**src/rtl/mips_pkg.sv**
```systemverilog
// Shared definitions for the writeback stage: R-type decode constants, FSM
// encoding and the packed result-buffer entry.
package mips_pkg;

  localparam int REG_AW  = 5;
  localparam int DATA_W  = 32;
  localparam int ENTRY_W = REG_AW + DATA_W;

  localparam logic [5:0] OP_RTYPE = 6'h00;

  localparam logic [5:0] FN_SLL  = 6'h00;
  localparam logic [5:0] FN_SRL  = 6'h02;
  localparam logic [5:0] FN_ADD  = 6'h20;
  localparam logic [5:0] FN_ADDU = 6'h21;
  localparam logic [5:0] FN_SUB  = 6'h22;
  localparam logic [5:0] FN_SUBU = 6'h23;
  localparam logic [5:0] FN_AND  = 6'h24;
  localparam logic [5:0] FN_OR   = 6'h25;
  localparam logic [5:0] FN_NOR  = 6'h27;
  localparam logic [5:0] FN_SLTU = 6'h2B;

  typedef enum logic [0:0] {
    ST_IDLE  = 1'b0,
    ST_DRAIN = 1'b1
  } wb_state_e;

  typedef struct packed {
    logic [REG_AW-1:0] rd;
    logic [DATA_W-1:0] data;
  } wb_entry_t;

  function automatic logic is_retirable(input logic [5:0]        opcode,
                                        input logic [5:0]        funct,
                                        input logic [REG_AW-1:0] rd);
    logic funct_ok;
    case (funct)
      FN_SLL, FN_SRL, FN_ADD, FN_ADDU, FN_SUB,
      FN_SUBU, FN_AND, FN_OR, FN_NOR, FN_SLTU: funct_ok = 1'b1;
      default:                                  funct_ok = 1'b0;
    endcase
    return (opcode == OP_RTYPE) && funct_ok && (rd != '0);
  endfunction

endpackage

```
**src/rtl/mips_wb_fifo.sv**
```systemverilog
// Synchronous result buffer, DEPTH a power of two; pop data is the head entry
// (combinational). Push is ignored when full, pop ignored when empty.
module mips_wb_fifo #(
  parameter int DEPTH = 4,
  parameter int WIDTH = 37
) (
  input  logic             clk,
  input  logic             reset,
  input  logic             push_i,
  input  logic [WIDTH-1:0] push_data_i,
  input  logic             pop_i,
  output logic [WIDTH-1:0] pop_data_o,
  output logic             full_o,
  output logic             empty_o,
  output logic             last_o
);

  localparam int AW = $clog2(DEPTH);

  logic [WIDTH-1:0] mem_q [DEPTH];
  logic [AW:0]      wr_ptr_q;
  logic [AW:0]      rd_ptr_q;
  logic [AW:0]      count;
  logic             do_push;
  logic             do_pop;

  // Extra pointer MSB distinguishes full from empty when the indices match.
  assign count      = wr_ptr_q - rd_ptr_q;
  assign full_o     = (wr_ptr_q[AW] != rd_ptr_q[AW]) && (wr_ptr_q[AW-1:0] == rd_ptr_q[AW-1:0]);
  assign empty_o    = (wr_ptr_q == rd_ptr_q);
  assign last_o     = (count == {{AW{1'b0}}, 1'b1});
  assign do_push    = push_i && !full_o;
  assign do_pop     = pop_i && !empty_o;
  assign pop_data_o = mem_q[rd_ptr_q[AW-1:0]];

  always_ff @(posedge clk) begin
    if (reset) begin
      wr_ptr_q <= '0;
      rd_ptr_q <= '0;
    end else begin
      if (do_push) wr_ptr_q <= wr_ptr_q + {{AW{1'b0}}, 1'b1};
      if (do_pop)  rd_ptr_q <= rd_ptr_q + {{AW{1'b0}}, 1'b1};
    end
  end

  always_ff @(posedge clk) begin
    if (do_push) mem_q[wr_ptr_q[AW-1:0]] <= push_data_i;
  end

endmodule

```
**src/rtl/mips_writeback.sv**
```systemverilog
// Writeback stage: decodes R-type results, buffers them, retires one per cycle
// into a shadow register file (1-cycle min latency); wb_stall holds the buffer, in_ready=!full.
module mips_writeback
  import mips_pkg::*;
#(
  parameter int FIFO_DEPTH = 4
) (
  input  logic                clk,
  input  logic                reset,
  input  logic                in_valid,
  output logic                in_ready,
  input  logic [DATA_W-1:0]   in_instr,
  input  logic [DATA_W-1:0]   in_result,
  input  logic                wb_stall,
  output logic                wb_en,
  output logic [REG_AW-1:0]   wb_addr,
  output logic [DATA_W-1:0]   wb_data,
  input  logic [REG_AW-1:0]   rd_addr,
  output logic [DATA_W-1:0]   rd_data,
  output logic [15:0]         retire_count,
  output logic [15:0]         drop_count,
  output logic                busy
);

  wb_state_e         state_q, state_d;
  logic              wb_en_q;
  logic [REG_AW-1:0] wb_addr_q;
  logic [DATA_W-1:0] wb_data_q;
  logic [DATA_W-1:0] shadow_q [32];
  logic [15:0]       retire_cnt_q;
  logic [15:0]       drop_cnt_q;

  logic      accept, retirable, push, pop, drop;
  logic      fifo_full, fifo_empty, fifo_last;
  wb_entry_t push_entry, pop_entry;
  logic      unused_instr_bits;

  assign unused_instr_bits = ^{in_instr[25:16], in_instr[10:6]};

  assign retirable  = is_retirable(in_instr[31:26], in_instr[5:0], in_instr[15:11]);
  assign in_ready   = !fifo_full;
  assign accept     = in_valid && in_ready;
  assign push       = accept && retirable;
  assign drop       = accept && !retirable;
  assign pop        = (state_q == ST_DRAIN) && !wb_stall && !fifo_empty;
  assign push_entry = {in_instr[15:11], in_result};

  mips_wb_fifo #(
    .DEPTH (FIFO_DEPTH),
    .WIDTH (ENTRY_W)
  ) u_fifo (
    .clk         (clk),
    .reset       (reset),
    .push_i      (push),
    .push_data_i (push_entry),
    .pop_i       (pop),
    .pop_data_o  (pop_entry),
    .full_o      (fifo_full),
    .empty_o     (fifo_empty),
    .last_o      (fifo_last)
  );

  always_comb begin
    state_d = state_q;
    case (state_q)
      ST_IDLE:  if (push || !fifo_empty) state_d = ST_DRAIN;
      ST_DRAIN: if (!push && (fifo_empty || (pop && fifo_last))) state_d = ST_IDLE;
      default:  state_d = ST_IDLE;
    endcase
  end

  always_ff @(posedge clk) begin
    if (reset) begin
      state_q      <= ST_IDLE;
      wb_en_q      <= 1'b0;
      wb_addr_q    <= '0;
      wb_data_q    <= '0;
      retire_cnt_q <= '0;
      drop_cnt_q   <= '0;
      for (int i = 0; i < 32; i++) shadow_q[i] <= '0;
    end else begin
      state_q <= state_d;
      wb_en_q <= pop;
      if (pop) begin
        wb_addr_q               <= pop_entry.rd;
        wb_data_q               <= pop_entry.data;
        shadow_q[pop_entry.rd]  <= pop_entry.data;
        if (retire_cnt_q != 16'hFFFF) retire_cnt_q <= retire_cnt_q + 16'd1;
      end
      if (drop && (drop_cnt_q != 16'hFFFF)) drop_cnt_q <= drop_cnt_q + 16'd1;
    end
  end

  // Decode never pushes rd=0, but r0 is forced to zero on read regardless.
  assign rd_data      = (rd_addr == '0) ? '0 : shadow_q[rd_addr];
  assign wb_en        = wb_en_q;
  assign wb_addr      = wb_addr_q;
  assign wb_data      = wb_data_q;
  assign retire_count = retire_cnt_q;
  assign drop_count   = drop_cnt_q;
  assign busy         = !fifo_empty || wb_en_q;

endmodule

```
**config.mk**
```make
export PLATFORM = sky130hd
export DESIGN_NAME = mips_writeback
export DESIGN_NICKNAME = d
export VERILOG_FILES = /design/src/rtl/mips_pkg.sv /design/src/rtl/mips_wb_fifo.sv /design/src/rtl/mips_writeback.sv
export SDC_FILE = /design/constraint.sdc
export NUM_CORES = 2
export LEC_CHECK = 0
export CORE_MARGIN = 8
export CORE_UTILIZATION = 31
export DETAILED_ROUTE_END_ITERATION = 8
export DONT_BUFFER_PORTS = 1
export REMOVE_ABC_BUFFERS = 1
export SLEW_MARGIN = 0
export SYNTH_ARGS = -nofsm -noshare
export SYNTH_HDL_FRONTEND = slang
export SYNTH_SLANG_ARGS = --single-unit
export TNS_END_PERCENT = 100
```
**constraint.sdc**
```tcl
create_clock -name clk -period 4.6 [get_ports clk]
set_input_delay 0.92 -clock clk [delete_from_list [all_inputs] [get_ports clk]]
set_output_delay 0.92 -clock clk [all_outputs]
set_load 0.01 [all_outputs]
```
# Yosys cells after proc, flatten, opt, wreduce, memory -nomap -nowiden
# Memory sizes are Yosys's and may differ from the RTL's. A register that Yosys moved wholly into a read port is not among the register bits.
# Cells that the tools add are included.
# op_classes
add_sub_neg	5
n_eq_ne	15
muxes	17
bitwise_logic	1
n_reduce_logical	28
# ops
op	n
2-to-1 mux 32 bit	2
equality test 6 bit (second input constant)	8
adder 16 x 1 -> 16 bit (second input constant)	2
inequality test 16 bit (second input constant)	2
OR reduction 32 bit	1
logical AND 1 bit	13
zero test 6 bit	2
2-to-1 mux 1 bit	11
OR reduction 10 bit	1
adder 3 x 1 -> 3 bit (second input constant)	2
equality test 6 x 2 -> 1 bit (second input constant)	1
zero test 1 bit	5
zero test 5 bit	1
2-to-1 mux 5 bit	1
nonzero test 5 bit	1
2-to-1 mux 2 bit	2
equality test 3 x 1 -> 1 bit (second input constant)	1
equality test 3 bit	1
logical OR 1 bit	3
subtractor 3 bit	1
equality test 2 bit	1
case mux 1 bit (2 select lines)	1
AND reduction 2 bit	1
inequality test 1 bit	1
NOT 1 bit	1
# totals
regBits	77
ram_bits	1172
in_bits	73
wordCells	76
n_memories	2
# memory_table
name	depth	word_bits	read_ports	rd_clocked_by_memory_dff	wr	line_no	rtl
shadow_q	32	32	1	0	32	mips_writeback.sv:29	logic [DATA_W-1:0] shadow_q [32];
u_fifo.mem_q	4	37	1	1	1	mips_wb_fifo.sv:20	logic [WIDTH-1:0] mem_q [DEPTH];

# Longest topological paths before layout
# depth
depth_word	10
mapped_depth	10

# Cells and area by module
# Synthesis repeated with hierarchy kept, for this count alone.
# hier_totals
cells_unflattened	3549
hier_area_um2	54653.7
# by_module_without_submodules
module	n_inst	cells_each	area_each_um2	seq_area_each_um2
mips_writeback	1	3290	48744.2	31480.2
mips_wb_fifo	1	259	5909.4	4604.4

# Least setup slack after synthesis
# Ideal clock, no wire load.
# synth_path
path_kind	in2reg
startpoint	input wb_stall
endpoint	memory shadow_q[27][0] (enable)
setup_ns	0.428
t_arrival_ns	3.517
required_ns	4.172
slack_ns	0.655
cell_stages	5
n_path_buf	1
path_cell_list	nand2b_1 -> a21oi_1 -> clkbuf_1 -> nand4b_1 -> o21bai_1
# synth_lines
item	line_no	rtl
start, declared	mips_writeback.sv:14	input logic wb_stall,
end, declared	mips_writeback.sv:29	

# Final worst setup path
# layout_path
startpoint	input rd_addr[1]
endpoint	output rd_data[23]
# layout_between
elab_chain_cells	2
elab_cells_between_ends	3
cone_classes	1 x mux; 1 x reduce/logical; 1 x memory
# layout_lines
item	line_no	rtl
start, declared	mips_writeback.sv:18	input logic [REG_AW-1:0] rd_addr,
memory (32 x 32 bit) / zero test 5 bit (equally long branches)	-	
2-to-1 mux 32 bit (*)	mips_writeback.sv:95	assign rd_data = (rd_addr == '0) ? '0 : shadow_q[rd_addr];
end, declared	mips_writeback.sv:19	output logic [DATA_W-1:0] rd_data,
# Every way passes the cells marked *; elsewhere a longest branch is shown, timed or not.

==> results.txt <==
outcome - finished, final reports clean
Pre-Repair DR Iteration Count - 5
initial antenna violation count - 2
Netlist cell types - 54
CP Data Arrival Time - 2.98 ns
synthesized instance count - 3562
final max-slew violation count - 0
worst setup path end - rd_data[23]
leakage power - 0.0193 uW
synthesized area per cell - 14.8 sq um
Core Rows - 151
#FFs+latches synth - 1251
asr flop ratio synth - 0
GP Congestion - 0.801
TritonCTS clock tree - yes
Hold Buf Count CTS - 0
number of flops mapped to enable cells by yosys - 1172
Max VDD drop - 0.308 mV
Worst-path clk slew - 0.06 ns
Fin. Hold Viols - 0
Worst Tran Pin Value - 1.22 ns
R2R depth - 5
FF-to-FF End - shadow_q[1][23]
Core ar. - 169000 sq um
first-pass GRT wire length - 227 mm
die height - 429 microns
Final ANT Viol Nets - 0
R2R setup slack - 0.99 ns
largest net degree at the start of global routing - 258
top-count cell post-synth - edfxtp_1
routing usage on met1 - 0.216
I/O pin cnt - 177
Reg area - 36800 sq um
initial core utilization - 0.312
max-cap violation count - 0
Synth Flop Type - edfxtp_1
Setup violations, final - 0
share of layout cells above drive strength 1 - 0.180
multi-input logic area - 15500 sq um
overall routed net length - 158 mm
fin crit period - 3.90 ns
share of the synthesized area in the top cell type - 0.665
dpl ws - 0.866 ns
die span in x - 429 microns
Vias/cell - 5.39
final setup margin - 0.704 ns
crit path from - rd_addr[1]
Clk Latency, worst-skew pair - 0.74 ns
nets - 3626
Slew headroom - 0.181
worst hold-check path type - in2reg
met3 usage - 0.0431
GRT busiest layer - met2
clk_skew - 0.0283 ns
Synth area leader - edfxtp_1
Area contributors post-synth - edfxtp_1 (67%), mux4_2 (12%), nor2_1 (6.6%), dfxtp_1 (3.0%), nand2_1 (1.8%)
met2 GRT Util - 0.268
CP Capture Type - output pin
Worst Path Required - 3.68 ns
initial DRC count - 3830
via count - 31614
Num CTS Buffers - 120
PortBufs - 0
post-cts resize count - 0
Area growth, synth to finish - 13.8%
FMAX - 0.257 GHz
Yosys warnings - 0
CTS root buf - clkbuf_16
vias in the first global route - 31648
Pwr Density - 397 nW/um^2
# fillers - 15879
sequential fraction of the synthesis area - 0.695
Syn Std Cell Area - 52900 sq um
Tcrit/Tclk final - 0.847
setup bufs post-CTS - 0
CTS sink count - 1251
clock buffer depth - 3
crit path kind - in2out
final HPWL from detailed placement - 90.1 mm
die area - 184000 sq um
GRT Util Overall - 0.166
htree depth - 3
post-route setup TNS - 0 ns
post-DR wirelength/cell - 27.0 microns
drc violations - 0
RSZ-0062 raised after global routing - false
GRT overflow - 0
Post-synth top cells - edfxtp_1 (1172), nor2_1 (924), mux4_2 (293)
Critical Path Fanout Max - 257
crit start category - input pin
[per-stage QoR]
| step | power, uW | area (sq um) | util | instances | hold WS, ns |
|---|---|---|---|---|---|
| after floorplan | 13600 | 51900 | - | 3299 | 0.460 |
| after global placement | 14100 | 56300 | 0.332 | 5639 | 0.477 |
| after detailed placement | 14200 | 56300 | 0.332 | 5639 | 0.475 |
| after CTS | 24000 | 60200 | 0.355 | 5859 | 0.207 |
| after global routing | 24500 | 60200 | 0.355 | 5859 | 0.241 |
| final | 23900 | 60200 | 0.355 | 5860 | 0.260 |
[per-layer routing]
| metal | wire [microns] | up-vias | share of wire |
|---|---|---|---|
| li1 | - | 13268 | - |
| met1 | 61700 | 16381 | 0.39 |
| met2 | 74100 | 1665 | 0.47 |
| met3 | 16600 | 300 | 0.10 |
| met4 | 6070 | 0 | 0.038 |
| met5 | 0 | - | 0 |
[power breakdown]
group / leakage, uW / switching [uW] / internal, uW
Sequential: 0.0125 / 82.2 / 12700
Clock: 0.00192 / 4370 / 5620
Combinational: 0.00483 / 635 / 476
Total: 0.0193 / 5090 / 18800
[area by class of cell]
| type | instances | share of cell area |
|---|---|---|
| Antenna cell | 1 | 0.0000416 |
| Clock buffer | 151 | 0.0534 |
| Clock inverter | 69 | 0.0117 |
| Inverter | 9 | 0.000561 |
| Multi-Input combinational cell | 2039 | 0.257 |
| Sequential cell | 1251 | 0.611 |
| Tap cell | 2218 | 0.0461 |
| Timing Repair Buffer | 122 | 0.0200 |
[worst min-delay path by stage]
stage               slack [ns]              end                from  cells after the start
floorplan                 0.46             flop  u_fifo.rd_ptr_q[1]                      2
global placement          0.48             flop  u_fifo.rd_ptr_q[1]                      2
detailed placement        0.47             flop  u_fifo.rd_ptr_q[1]                      2
CTS                       0.21  retire_count[5]               reset                      1
global route              0.24       wb_data[6]               reset                      1
finish                    0.26       wb_data[6]               reset                      1
[cells in the final DEF (no fill, tap or decap), drive strengths merged, types with 24 or more instances in the layout]
cell type and instances:
o22ai 32, a31oi 32, buf 122, mux4 293, o21bai 24, nand2 256, a211o 31, nor2b 136
clkbuf 151, dfxtp 79, mux2i 35, nor2 924, edfxtp 1172, a22oi 64, a21oi 58, clkinv 49
[registers in the layout (all words and copies together), names as in the netlist, 3 cells and up, named ones only]
register	count
shadow_q	1024
drop_count	16
retire_count	16
u_fifo.rd_ptr_q	3
wb_addr	5
wb_data	32
u_fifo.wr_ptr_q	3
u_fifo.mem_q	148
[critical path, stage by stage]
cell and delay (ns):
mux4_2 0.67, mux2i_1 0.52, a211o_1 0.28, a31oi_1 0.08, buf_4 0.18
[cells by family (layout without fill, tap and decap cells)]
logic type | count (synthesis) | count (layout) | share of synthesized area
XOR/XNOR | 17 | 17 | 0.00282
adder cells (fa/ha/maj) | 10 | 10 | 0.00251
multiplexers | 330 | 330 | 0.132
AO/OA/AOI/OAI | 279 | 279 | 0.0361
AND/OR/NAND/NOR | 1403 | 1403 | 0.111
other | 0 | 1 | 0
flip-flops | 1251 | 1251 | 0.695
buffers and inverters | 272 | 351 | 0.0202
No activity file was read; power rests on OpenSTA's default activity.
